`src/rtl/uart_tx_frame_param_if.sv`:
```
// Producer-side handshake bundle for the parametrised UART transmitter.
// The producer holds tx_data/tx_valid until tx_valid && tx_ready is seen at a
// rising clock edge.
interface uart_tx_frame_param_if #(
  parameter int DATA_BITS = 8
);
  logic [DATA_BITS-1:0] tx_data;
  logic                 tx_valid;
  logic                 tx_ready;

  modport master (
    output tx_data,
    output tx_valid,
    input  tx_ready
  );

  modport slave (
    input  tx_data,
    input  tx_valid,
    output tx_ready
  );
endinterface

```
`src/rtl/uart_tx_frame_param.sv`:
```
// Parametrised UART transmitter.
// - Accepts words over a valid/ready handshake.
// - Has a one-entry holding buffer, so a word queued during a frame follows it
//   with no idle gap.
// - Frame layout: start bit, DATA_BITS data bits (LSB first), an optional
//   even/odd parity bit, then STOP_BITS stop bits.
// - Every bit lasts CLKS_PER_BIT clocks. All outputs are registered.
module uart_tx_frame_param #(
  parameter int CLKS_PER_BIT = 5208,
  parameter int DATA_BITS    = 8,
  parameter int PARITY_MODE  = 1,
  parameter int STOP_BITS    = 1
) (
  input  logic                  clk,
  input  logic                  rst,
  uart_tx_frame_param_if.slave  tx,
  output logic                  tx_line,
  output logic                  busy,
  output logic                  finish
);

  // Parameter legality is enforced at elaboration; there is no runtime fallback.
  if (CLKS_PER_BIT < 2 || DATA_BITS < 5 || DATA_BITS > 9 ||
      PARITY_MODE < 0 || PARITY_MODE > 2 ||
      (STOP_BITS != 1 && STOP_BITS != 2)) begin : g_bad_param
    $error("uart_tx_frame_param: illegal parameter combination");
  end

  localparam int BAUD_W = ($clog2(CLKS_PER_BIT) < 1) ? 1 : $clog2(CLKS_PER_BIT);
  localparam logic [BAUD_W-1:0] BAUD_LAST = BAUD_W'(CLKS_PER_BIT - 1);
  localparam logic [3:0]        DATA_LAST = 4'(DATA_BITS - 1);
  localparam logic [3:0]        STOP_LAST = 4'(STOP_BITS - 1);

  typedef enum logic [2:0] {
    ST_IDLE,
    ST_START,
    ST_DATA,
    ST_PARITY,
    ST_STOP
  } state_t;

  state_t                 state_q;
  logic [BAUD_W-1:0]      baud_q;
  logic [BAUD_W-1:0]      baud_d;
  logic [3:0]             bit_q;
  logic [DATA_BITS-1:0]   shift_q;
  logic                   par_q;
  logic [DATA_BITS-1:0]   buf_q;
  logic                   buf_full_q;
  logic                   tx_ready_q;
  logic                   tx_line_q;
  logic                   busy_q;
  logic                   finish_q;
  logic                   accept;
  logic                   last_tick;

  // Parity bit for a word being loaded into the shifter.
  // Mode 2 is odd parity; any other mode yields the even parity bit.
  function automatic logic parity_of(input logic [DATA_BITS-1:0] d);
    if (PARITY_MODE == 2) begin
      return ~^d;
    end
    return ^d;
  endfunction

  // Handshake qualifier and baud-counter next state.
  // Every state change happens on the last tick of a bit, so the wrap to 0 on
  // that tick doubles as the counter restart on state entry.
  always_comb begin
    accept    = tx.tx_valid & tx_ready_q;
    last_tick = (baud_q == BAUD_LAST);
    baud_d    = baud_q + 1'b1;
    if (state_q == ST_IDLE || last_tick) begin
      baud_d = '0;
    end
  end

  // Frame sequencer, holding buffer and registered line/status outputs.
  always_ff @(posedge clk) begin
    if (rst) begin
      state_q    <= ST_IDLE;
      baud_q     <= '0;
      bit_q      <= '0;
      buf_full_q <= 1'b0;
      tx_ready_q <= 1'b1;
      tx_line_q  <= 1'b1;
      busy_q     <= 1'b0;
      finish_q   <= 1'b0;
    end else begin
      baud_q   <= baud_d;
      finish_q <= 1'b0;

      // Any word accepted while not idle is parked in the holding buffer.
      if (accept && state_q != ST_IDLE) begin
        buf_q      <= tx.tx_data;
        buf_full_q <= 1'b1;
        tx_ready_q <= 1'b0;
      end

      case (state_q)
        ST_IDLE: begin
          tx_line_q <= 1'b1;
          // A word can be parked as the previous frame finishes; send it now.
          if (buf_full_q) begin
            shift_q    <= buf_q;
            par_q      <= parity_of(buf_q);
            buf_full_q <= 1'b0;
            tx_ready_q <= 1'b1;
            bit_q      <= '0;
            state_q    <= ST_START;
            tx_line_q  <= 1'b0;
            busy_q     <= 1'b1;
          end else if (accept) begin
            shift_q   <= tx.tx_data;
            par_q     <= parity_of(tx.tx_data);
            bit_q     <= '0;
            state_q   <= ST_START;
            tx_line_q <= 1'b0;
            busy_q    <= 1'b1;
          end
        end

        ST_START: begin
          if (last_tick) begin
            bit_q     <= '0;
            state_q   <= ST_DATA;
            tx_line_q <= shift_q[0];
          end
        end

        ST_DATA: begin
          if (last_tick) begin
            if (bit_q == DATA_LAST) begin
              bit_q <= '0;
              if (PARITY_MODE != 0) begin
                state_q   <= ST_PARITY;
                tx_line_q <= par_q;
              end else begin
                state_q   <= ST_STOP;
                tx_line_q <= 1'b1;
              end
            end else begin
              bit_q     <= bit_q + 4'd1;
              shift_q   <= shift_q >> 1;
              tx_line_q <= shift_q[1];
            end
          end
        end

        ST_PARITY: begin
          if (last_tick) begin
            bit_q     <= '0;
            state_q   <= ST_STOP;
            tx_line_q <= 1'b1;
          end
        end

        ST_STOP: begin
          if (last_tick) begin
            if (bit_q == STOP_LAST) begin
              finish_q <= 1'b1;
              bit_q    <= '0;
              if (buf_full_q) begin
                // Back-to-back: the next start bit follows with no gap.
                shift_q    <= buf_q;
                par_q      <= parity_of(buf_q);
                buf_full_q <= 1'b0;
                tx_ready_q <= 1'b1;
                state_q    <= ST_START;
                tx_line_q  <= 1'b0;
              end else begin
                state_q   <= ST_IDLE;
                busy_q    <= 1'b0;
                tx_line_q <= 1'b1;
              end
            end else begin
              bit_q <= bit_q + 4'd1;
            end
          end
        end

        default: begin
          state_q   <= ST_IDLE;
          busy_q    <= 1'b0;
          tx_line_q <= 1'b1;
        end
      endcase
    end
  end

  assign tx.tx_ready = tx_ready_q;
  assign tx_line     = tx_line_q;
  assign busy        = busy_q;
  assign finish      = finish_q;

endmodule

```
`src/flat_wrapper.sv`:
```
// flat-port wrapper written by rule: the top's interface ports become plain ports
module uart_tx_frame_param_flat 
#(
  parameter int CLKS_PER_BIT = 5208,
  parameter int DATA_BITS    = 8,
  parameter int PARITY_MODE  = 1,
  parameter int STOP_BITS    = 1
)
  (clk, rst, tx_line, busy, finish, tx_tx_data, tx_tx_valid, tx_tx_ready);
  uart_tx_frame_param_if #(.DATA_BITS(DATA_BITS)) tx_i ();
  input  logic clk;
  input  logic rst;
  output logic tx_line;
  output logic busy;
  output logic finish;
  input wire logic [$bits(tx_i.tx_data)-1:0] tx_tx_data;
  input wire logic [$bits(tx_i.tx_valid)-1:0] tx_tx_valid;
  output wire logic [$bits(tx_i.tx_ready)-1:0] tx_tx_ready;
  assign tx_i.tx_data = tx_tx_data;
  assign tx_i.tx_valid = tx_tx_valid;
  assign tx_tx_ready = tx_i.tx_ready;
  uart_tx_frame_param #(.CLKS_PER_BIT(CLKS_PER_BIT), .DATA_BITS(DATA_BITS), .PARITY_MODE(PARITY_MODE), .STOP_BITS(STOP_BITS)) u_core (.clk(clk), .rst(rst), .tx(tx_i), .tx_line(tx_line), .busy(busy), .finish(finish));
endmodule
```
`config.mk`:
```
export PLATFORM = sky130hd
export DESIGN_NAME = uart_tx_frame_param_flat
export DESIGN_NICKNAME = d
export VERILOG_FILES = /design/src/rtl/uart_tx_frame_param_if.sv /design/src/rtl/uart_tx_frame_param.sv /design/src/flat_wrapper.sv
export SDC_FILE = /design/constraint.sdc
export NUM_CORES = 1
export LEC_CHECK = 0
export BUFFER_PORTS_ARGS = -buffer_cell sky130_fd_sc_hd__buf_2
export CAP_MARGIN = 20
export CORE_MARGIN = 2
export CORE_UTILIZATION = 50
export CTS_BUF_LIST = sky130_fd_sc_hd__clkbuf_4 sky130_fd_sc_hd__clkbuf_8 sky130_fd_sc_hd__clkbuf_16
export CTS_CLUSTER_DIAMETER = 60
export DETAILED_ROUTE_END_ITERATION = 7
export GPL_TIMING_DRIVEN = 0
export HOLD_SLACK_MARGIN = 0.1
export PLACE_DENSITY = 0.65
export SYNTH_ARGS = -nofsm -noshare
export SYNTH_HDL_FRONTEND = slang
export SYNTH_SLANG_ARGS = --single-unit
```
`constraint.sdc`:
```
create_clock -name clk -period 6.9 [get_ports clk]
set_input_delay 1.38 -clock clk [delete_from_list [all_inputs] [get_ports clk]]
set_output_delay 1.38 -clock clk [all_outputs]
set_load 0.01 [all_outputs]
```
Word level (Yosys, flattened, before mapping) --
Index checks and enable logic that the tools add are counted.
Word-level totals: bits in registers 42, bits in latches 0, bits in writable memories 0, bits in read-only memories 0, input bits 11, word-level logic and storage cells 115, memories kept 0
Cells by class: add/subtract/negate cells 2, $mul 0, div/mod/pow operators 0, order comparisons 0, equal/unequal tests 17, shifts and indexed selects 0, muxes and demuxes 59, bitwise logic cells 5, reduce and logical (&&, ||, !) cells 21
Operator list (count):
- 8-bit two-way mux | 7
- 1-bit two-way mux | 29
- 4-bit two-way mux | 7
- 3-bit two-way mux | 8
- 8-bit case mux with 3 select lines | 1
- 2-bit by 1-bit inequality test with 1-bit output, second input constant | 8
- 4-bit case mux with 4 select lines | 1
- 8-bit XOR reduction | 2
- 3-bit case mux with 5 select lines | 1
- 5-bit AND reduction | 3
- 13-bit by 1-bit adder with 13-bit output, second input constant | 1
- 13-bit equality test, second input constant | 1
- 8-bit AND reduction | 1
- 7-bit AND reduction | 1
- 3-bit by 2-bit equality test with 1-bit output, second input constant | 2
- 1-bit case mux with 2 select lines | 3
- 6-bit AND reduction | 1
- 3-bit nonzero test | 2
- 3-bit OR reduction | 2
- 1-bit case mux with 5 select lines | 1
- 4-bit by 1-bit adder with 4-bit output, second input constant | 1
- 4-bit by 3-bit equality test with 1-bit output, second input constant | 1
- 4-bit zero test | 1
- 2-bit inequality test, second input constant | 2
- other kinds (13) | 17

Depth between registers and ports, before layout --
Gate-level depths: netlist of the first run.
word-level depth 7, depth in mapped cells 6

Least setup slack after synthesis of the first run --
No wires, ideal clock.
kind input-to-reg, start in tx_tx_valid, end reg u_core.shift_q[0], enable pin, arrival time 2.457 ns, data required time 6.525 ns, path slack 4.068 ns, stages on the path 4, path buffers 0, cell sequence a21o_2 -> o22ai_1 -> or4_1 -> a21oi_1
On the way: longest elaborated chain between the ends 3
Ends and longest elaborated chain:
- start: declaration | RTL line flat_wrapper.sv:17 | input wire logic [$bits(tx_i.tx_valid)-1:0] tx_tx_valid;
- 1-bit AND | RTL line uart_tx_frame_param.sv:70 | accept = tx.tx_valid & tx_ready_q;
- 3-bit by 1-bit inequality test with 1-bit output (no source line)
- 8-bit AND reduction (no source line)
- end signal: assignment | RTL line uart_tx_frame_param.sv:105 | shift_q <= buf_q;
- end signal: assignment | RTL line uart_tx_frame_param.sv:114 | shift_q <= tx.tx_data;
- end signal: assignment | RTL line uart_tx_frame_param.sv:144 | shift_q <= shift_q >> 1;
- end: declaration | RTL line uart_tx_frame_param.sv:46 | logic [DATA_BITS-1:0] shift_q;
No other way between the ends. A chain may end at the register's enable or synchronous reset.

Worst setup path in the final report of the first run --
start in tx_tx_valid, end reg u_core.shift_q[3], enable pin
The elaborated chain is that of the path after synthesis.

==> impl_metrics.ini, run 1 <==
[outcome]
status = completed

[sta]
fin_tns_setup_ns = 0
fin_crit_sh = 0.433
slew_viol_final = 0
maxSlewHeadroom = 0.400
rsz0062_at_grt = no
worst_slew_pin_slew_ns = 0.892
holdWs_ns = 0.450
hold_viol_final = 0
setup_viol = 0
fin_crit_ns = 2.99
fmax_ghz = 0.335
skew_ns = 0.00822

[layout]
fin_util = 0.578
multi_input_area_mm2 = 0.00118
drive_gt1_frac = 0.179
final_cell_mix = dfxtp_1 (25), nor2_1 (24), edfxtp_1 (17), buf_2 (16), xnor2_1 (16)
n_antenna_cell = 0
nNetsFinal = 264
regArea_mm2 = 0.00101
n_fill_cell = 393
finalInstanceArea_mm2 = 0.00255
layout_commonest_cell = dfxtp_1
area_delta_synth_final_pct = 10.6

[cts]
hold_buffers = 0
h-tree-depth = 2
cts_made_buffers = 5
cts_resized = 0
cts_tree = done
numClockSinks = 42
clk_latency_ns = 0.30
cts-root-buf = clkbuf_8
clock_path_buffers = 2
clk_pin_slew_ns = 0.08
cts_setup_buffers = 0

[worst_setup_path]
critPathMaxFanout = 8
r2r_end = u_core.shift_q[3]
cp-end-kind = register
path_class = in2reg
start_kind = primary input
crit_start = tx_tx_valid
cp.required_ns = 6.83
reg2reg_slack_ns = 4.17
worst-r2r-cell-count = 6
arrival_ns = 2.91
worstReg2RegStart = u_core.bit_q[0]

[route]
drtIter0Drc = 132
route.final.wire_length_mm = 4.63
wire_per_inst_um = 15.3
vias_per_cell = 5.96
route.antenna.remaining_nets = 0
vias = 1807
dr.pass1.iters = 4
drc = 0

[global_route]
grt_max_degree = 14
gr-total-overflow = 0
grt_pass1_vias = 1613
grt_pass1_wl_mm = 7.76
antenna_found_initial = 0
track_usage = 0.194

[synthesis]
ys_async_sr_fraction = 0
synth_fp_nets = 243
postSynthCellCount = 229
avgSynthCellArea_um2 = 10.1
ys_ff_latch = 42
yosysSeqAreaShare = 0.438
synth-edff-count = 17
synth_cell_types = 63
synth_area_mm2 = 0.00231
ys_warn_count = 0
ys.flop_type = dfxtp_1

[floorplan]
fp-row-count = 24
start_util = 0.523
dieArea_mm2 = 0.00518
chipHeight_um = 71.9
die_width_um = 71.9
core_area_mm2 = 0.00441
io_pins = 15

[min_path]
whs_endpoint = u_core.baud_q[0]
min_from = u_core.baud_q[0]
whs_path_depth = 1
hp-class = reg2reg

[power_and_ir_drop]
fin_total_pwr_w = 0.000644
power.density_mw_per_mm2 = 252
ir_worst_vdd_mv = 0.105
p_leak_nw = 0.959

[place]
place_area_mm2 = 0.00244
io_buffers = 14
dp_hpwl_mm = 3.28
gp_congestion = 0.810

[flow_run]
max_cap_viol_count = 0
-- metrics by stage --
step | std cells | worst slack (ns)
after floorplan | 229 | 4.07
final | 303 | 3.91
after global routing | 303 | 3.86
after CTS | 303 | 3.91
after global placement | 295 | 3.62
after detailed placement | 295 | 3.59
-- critical path, stage by stage --
cell and delay, ns:
buf_2 0.12, a21o_2 0.18, o22ai_1 0.08, or4_1 0.46
a21oi_1 0.69
-- registers in the layout (all words and copies together), names as in the netlist --
name / cells
u_core.busy: 1
u_core.par_q: 1
u_core.baud_q: 13
u_core.tx_line: 1
u_core.state_q: 3
u_core.buf_q: 8
u_core.shift_q: 8
u_core.tx.tx_ready: 1
u_core.bit_q: 4
u_core.buf_full_q: 1
u_core.finish: 1
-- final cells by class --
type,instances,area share
well taps,52,0.0255
inverters,12,0.0176
clock inverters,3,0.0157
multi-input cells,165,0.461
repair buffers,14,0.0275
clock buffers,5,0.0270
flip-flops and latches,42,0.396
plain buffers,10,0.0294
-- synthesized netlist by cell type, types with 3 or more instances --
cell	count	area (um2)
dfxtp_1	25	500
nand4_1	12	75.1
or3_1	3	18.8
clkbuf_1	4	15.0
and3_1	4	25.0
nand2_1	9	33.8
a22oi_1	8	60.1
o22ai_1	3	18.8
ha_1	3	37.5
xor2_1	10	87.6
nor3b_2	3	37.5
xnor2_1	16	140
edfxtp_1	17	510
inv_1	12	45.0
o21ai_0	10	50.1
nor3_1	3	15.0
nand3_1	4	20.0
a21oi_1	7	35.0
nor2_1	24	90.1
-- worst max path at each step --
stage | to | cells after the start
2_1_floorplan | u_core.shift_q[0] | 4
3_3_place_gp | u_core.shift_q[3] | 5
3_5_place_dp | u_core.shift_q[4] | 5
4_1_cts | u_core.shift_q[4] | 5
5_1_grt | u_core.shift_q[4] | 5
6_report | u_core.shift_q[3] | 5
-- logic make-up (layout without fill, tap and decap cells) --
| kind of cell | Yosys count | count (layout) | share of synthesized area |
|---|---|---|---|
| DFF | 42 | 42 | 0.438 |
| AOI/OAI and AO/OA | 51 | 51 | 0.157 |
| and+or+nand+nor | 82 | 82 | 0.225 |
| buffers and inverters | 22 | 44 | 0.0520 |
| xor gates and xnor gates | 26 | 26 | 0.0986 |
| adders and majority gates | 3 | 3 | 0.0163 |
| muxes | 3 | 3 | 0.0136 |
-- where the power goes --
part | total [W] | switching [W] | internal (W)
clock | 0.000196 | 0.0000893 | 0.000107
sequential | 0.000307 | 0.0000166 | 0.000290
combinational | 0.000142 | 0.0000812 | 0.0000605
-- routing by layer --
layer	vias to the layer above	global-route usage	routed length [um]
li1	895	-	-
met1	862	0.285	2300
met2	38	0.278	2020
met3	12	0.0417	203
met4	0	0.0839	112
met5	-	0	0
Note: power is estimated with default switching activity, not from simulation.
==> run 2, diff against run 1 <==
--- a/config.mk
+++ b/config.mk
@@ -14,7 +14,7 @@
 export DETAILED_ROUTE_END_ITERATION = 7
 export GPL_TIMING_DRIVEN = 0
 export HOLD_SLACK_MARGIN = 0.1
-export PLACE_DENSITY = 0.65
+export PLACE_DENSITY = 0.67
 export SYNTH_ARGS = -nofsm -noshare
 export SYNTH_HDL_FRONTEND = slang
 export SYNTH_SLANG_ARGS = --single-unit
==> constraint.sdc (replaced) <==
create_clock -name clk -period 2.6 [get_ports clk]
set_input_delay 0.52 -clock clk [delete_from_list [all_inputs] [get_ports clk]]
set_output_delay 0.52 -clock clk [all_outputs]
set_load 0.01 [all_outputs]
==> run 2 against run 1 <==
  * Routed wire length up 4.3%
  * Flip-flop and latch count is the same
  * Hold slack lost 0.0052 ns
  * Cell area barely moved
  * Via count is essentially flat
  * Clock skew fell by 0.0039 ns
  * Critical path depth grew 1
  * Sequential power grew to 2.7 times the previous value
  * Largest cell class unchanged
  * Utilization is essentially flat
  * Largest power group unchanged
  * Count of clock-buffer cells in the layout rose by 1
  * Combinational power rose to 2.7 times the previous value
  * Die area did not move
==> impl_metrics.ini, run 2 (synthesis gave the netlist of run 1 again) <==
[flow_run]
max_cap_viol_count = 0

[cts]
cts_made_buffers = 5
clk_pin_slew_ns = 0.08
numClockSinks = 42
clk_latency_ns = 0.29
cts_tree = done
hold_buffers = 0
h-tree-depth = 2
clock_path_buffers = 2
cts_setup_buffers = 0
cts-root-buf = clkbuf_8

[worst_setup_path]
crit_start = u_core.bit_q[0]
cp-end-kind = register
r2r_end = u_core.shift_q[6]
worstReg2RegStart = u_core.bit_q[0]
worst-r2r-cell-count = 6
critPathMaxFanout = 8
path_class = reg2reg
arrival_ns = 2.31
cp.required_ns = 2.57
endpoint = u_core.shift_q[6]
start_kind = register
reg2reg_slack_ns = 0.25

[place]
dp_hpwl_mm = 3.33
place_area_mm2 = 0.00244
gp_congestion = 0.847
pre_cts_slack_ns = -0.178
io_buffers = 14

[layout]
biggestRegsByFlops = u_core.baud_q: 13 flops, u_core.buf_q: 8 flops, u_core.shift_q: 8 flops
drive_gt1_frac = 0.183
top_register = u_core.baud_q
finalInstanceArea_mm2 = 0.00255
fin_util = 0.579
n_antenna_cell = 0
layout_commonest_cell = dfxtp_1
nNetsFinal = 264
area_delta_synth_final_pct = 10.6
final_cell_mix = dfxtp_1 (25), nor2_1 (24), edfxtp_1 (17), buf_2 (16), xnor2_1 (16)
largest_register_ffs = 13

[sta]
rsz0062_at_grt = no
setup_viol = 0
fin_crit_ns = 2.35
maxSlewHeadroom = 0.417
fmax_ghz = 0.426
fin_crit_sh = 0.903
layout_setup_ws_ns = 0.253
holdWs_ns = 0.444
worst_slew_pin_slew_ns = 0.867
slew_viol_final = 0
hold_viol_final = 0
skew_ns = 0.00435

[power_and_ir_drop]
ir_worst_vdd_mv = 0.373
p_leak_nw = 0.949
power.density_mw_per_mm2 = 633

[route]
dr.pass1.iters = 4
wl_met3_um = 217
met1Wirelength_mm = 2.41
vias_per_cell = 5.97
wire_per_inst_um = 15.9
drtIter0Drc = 151
vias = 1808
route.antenna.remaining_nets = 0
drc = 0
dr.max_layer_used = met4
route.final.wire_length_mm = 4.83
wl_met2_mm = 2.14

[floorplan]
start_util = 0.523
io_pins = 15
die_width_um = 71.9
core_area_mm2 = 0.00441
chipHeight_um = 71.9
fp-row-count = 24
dieArea_mm2 = 0.00518

[min_path]
hp-class = in2reg

[global_route]
grt_max_degree = 13
antenna_found_initial = 0
track_usage = 0.196
grt_pass1_vias = 1629
grt_pass1_wl_mm = 7.88
gr-total-overflow = 0

[outcome]
status = completed
## run 2: cell count changes in the layout (fill, tap and decap cells not counted), sizes merged
cell    change
bufinv      -1
clkbuf      +1
## run 2: cell type report
class	instances	area, um2
clock inverter	2	8.76
timing repair buffer	14	70.1
fill	398	1860
clock buffer	6	76.3
tap	52	65.1
buffer	10	75.1
inverter	12	45.0
multi-input combinational	165	1200
sequential	42	1010
## run 2: critical path, stage by stage, from the launching register on
cell	delay [ns]
dfxtp_1	0.37
inv_1	0.08
ha_1	0.15
nor3b_2	0.47
o22ai_1	0.13
or4_1	0.50
a21oi_4	0.32
## run 2: how the worst min path moves through the flow
stage	startpoint	end	slack, ns	cells past startpoint
2_1_floorplan	u_core.baud_q[0]	u_core.baud_q[0]	0.41	1
3_3_place_gp	u_core.baud_q[0]	u_core.baud_q[0]	0.43	1
3_5_place_dp	u_core.baud_q[0]	u_core.baud_q[0]	0.45	1
4_1_cts	tx_tx_data[2]	u_core.buf_q[2]	0.43	1
5_1_grt	tx_tx_data[7]	u_core.buf_q[7]	0.44	1
6_report	tx_tx_data[0]	u_core.buf_q[0]	0.44	1
## run 2: metal layers
metal  GRT usage  up-vias
met5           0        -
met4      0.0860        0
met3      0.0292        6
met2       0.284       51
met1       0.292      852
li1            -      899
## run 2: power by group
group	internal [W]	switching (W)	total, W
registers	0.000769	0.0000478	0.000817
clock network	0.000195	0.000217	0.000412
logic	0.000163	0.000225	0.000388
total	0.00113	0.000489	0.00162
## run 2: timing repair
action	4_1_cts	5_1_grt
gates resized for setup	1	3
endpoints found under the setup margin	8	8
gates cloned	0	0
pin swaps	0	0
hold endpoints to repair	0	0
## run 2: per-stage QoR
| stage | power, W | instances | setup TNS, ns |
|---|---|---|---|
| 2_1_floorplan | 0.00110 | 229 | 0 |
| 3_3_place_gp | 0.00120 | 295 | -1.04 |
| 3_5_place_dp | 0.00121 | 295 | -1.42 |
| 4_1_cts | 0.00163 | 303 | 0 |
| 5_1_grt | 0.00171 | 303 | 0 |
| 6_report | 0.00162 | 303 | 0 |
==> run 3, diff against run 2 <==
--- a/config.mk
+++ b/config.mk
@@ -15,6 +15,7 @@
 export GPL_TIMING_DRIVEN = 0
 export HOLD_SLACK_MARGIN = 0.1
 export PLACE_DENSITY = 0.67
+export REMOVE_ABC_BUFFERS = 1
 export SYNTH_ARGS = -nofsm -noshare
 export SYNTH_HDL_FRONTEND = slang
 export SYNTH_SLANG_ARGS = --single-unit
==> run 3 against run 2 <==
  * Via count is 3.4% lower
  * Fmax fell by 0.49%
  * Non-clock buffer count down 10
  * Power increased by 4.8%
  * Combinational power decreased by 15%
  * Global-route usage decreased by 0.51 points
  * Clock skew rose by 0.0027 ns
  * Routed wire length fell by 5.0%
  * Critical path type unchanged
  * Largest power group unchanged
==> impl_metrics.ini, run 3 (synthesis gave the netlist of run 1 again) <==
[outcome]
status = completed

[power_and_ir_drop]
ir_worst_vdd_mv = 0.366
intPower_w = 0.00122
swShare = 0.280
power.density_mw_per_mm2 = 678
p_sw_w = 0.000474
combPwrFrac = 0.195
seq_power_share = 0.494
p_leak_nw = 0.931
p_clk_frac = 0.311

[layout]
area_delta_synth_final_pct = 8.29
final_cell_mix = dfxtp_1 (25), nor2_1 (24), edfxtp_1 (17), xnor2_1 (16), buf_2 (14)
biggestRegsByFlops = u_core.baud_q: 13 flops, u_core.buf_q: 8 flops, u_core.shift_q: 8 flops
drive_gt1_frac = 0.166
top_register = u_core.baud_q
n_fill_cell = 392
nNetsFinal = 254
largest_register_ffs = 13
finalInstanceArea_mm2 = 0.00250
n_antenna_cell = 0
layout_commonest_cell = dfxtp_1

[cts]
h-tree-depth = 2
cts_tree = done
hold_buffers = 0
clk_pin_slew_ns = 0.08
cts_made_buffers = 5
cts-root-buf = clkbuf_8
numClockSinks = 42
clock_path_buffers = 2
clk_latency_ns = 0.29

[min_path]
min_from = tx_tx_data[0]
whs_endpoint = u_core.buf_q[0]
hp-class = in2reg
whs_path_depth = 1

[floorplan]
fp-row-count = 24
die_width_um = 71.9
io_pins = 15
start_util = 0.523
dieArea_mm2 = 0.00518
chipHeight_um = 71.9
core_area_mm2 = 0.00441

[sta]
skew_ns = 0.00708
worst_slew_pin_slew_ns = 0.842
slew_viol_final = 0
maxSlewHeadroom = 0.434
fin_crit_ns = 2.36
fin_crit_sh = 0.907
hold_viol_final = 0
fin_tns_setup_ns = 0
rsz0062_at_grt = no
layout_setup_ws_ns = 0.242
setup_viol = 0
fmax_ghz = 0.424

[route]
dr.pass1.iters = 4
drtIter0Drc = 172
drc = 0
route.antenna.remaining_nets = 0
vias = 1746
vias_per_cell = 5.96
route.final.wire_length_mm = 4.59
wire_per_inst_um = 15.6

[worst_setup_path]
cp.required_ns = 2.56
reg2reg_slack_ns = 0.24
critPathMaxFanout = 8
r2r_end = u_core.shift_q[5]
path_class = reg2reg
arrival_ns = 2.32
cp-end-kind = register
worst-r2r-cell-count = 4
start_kind = register
worstReg2RegStart = u_core.baud_q[3]

[global_route]
grt_pass1_wl_mm = 7.75
track_usage = 0.191
gr-total-overflow = 0
grt_max_degree = 17
grt_pass1_vias = 1613
antenna_found_initial = 0

[place]
place_area_mm2 = 0.00237
io_buffers = 14
gp_congestion = 0.847
pre_cts_slack_ns = -0.114
dp_hpwl_mm = 3.17

[flow_run]
max_cap_viol_count = 0
run 3: through the flow:
stage	hold WS (ns)	power, W	utilization	cells
3_5_place_dp	0.439	0.00118	0.537	285
5_1_grt	0.438	0.00179	0.566	293
3_3_place_gp	0.433	0.00117	0.537	285
4_1_cts	0.437	0.00170	0.563	293
2_1_floorplan	0.413	0.00107	-	219
6_report	0.443	0.00169	0.566	293
run 3: power groups by stage:
stage	Combinational, W	Clock (W)	Sequential (W)
finish	0.000330	0.000527	0.000838
global route	0.000372	0.000563	0.000851
CTS	0.000326	0.000535	0.000837
detailed placement	0.000323	0	0.000852
floorplan	0.000234	0	0.000841
global placement	0.000322	0	0.000850
run 3: timing repair:
action,CTS,global route
resized for setup,1,2
setup endpoints to repair,8,8
setup buffers,0,0
run 3: critical path, cell delays in order (launching register included):
cell     delay (ns)
dfxtp_1        0.38
nor4b_2        0.49
nand3_1        0.38
or3_1          0.45
a21oi_4        0.32
run 3: how the worst max path moves through the flow:
stage / startpoint / to / slack [ns] / cells past startpoint
5_1_grt: u_core.baud_q[3] / u_core.shift_q[6] / 0.12 / 4
4_1_cts: u_core.baud_q[3] / u_core.shift_q[5] / 0.10 / 4
2_1_floorplan: u_core.bit_q[0] / u_core.shift_q[0] / 0.38 / 6
3_3_place_gp: u_core.baud_q[3] / u_core.shift_q[3] / -0.09 / 4
3_5_place_dp: u_core.bit_q[0] / u_core.shift_q[3] / -0.11 / 6
6_report: u_core.baud_q[3] / u_core.shift_q[5] / 0.24 / 4
run 3: per-layer routing:
layer / track usage / vias up / wire length (um)
met2: 0.290 / 43 / 2120
met4: 0.0524 / 0 / 0
met5: 0 / - / 0
met1: 0.276 / 820 / 2270
met3: 0.0431 / 0 / 193
li1: - / 883 / -
run 3: area by class of cell:
cell class	instances	area, um2	area share
inverters	12	45.0	0.0180
clock buffers	7	83.8	0.0335
repair buffers	14	70.1	0.0280
clock inverters	1	30.0	0.0120
well taps	52	65.1	0.0260
flip-flops and latches	42	1010	0.404
multi-input cells	165	1190	0.478
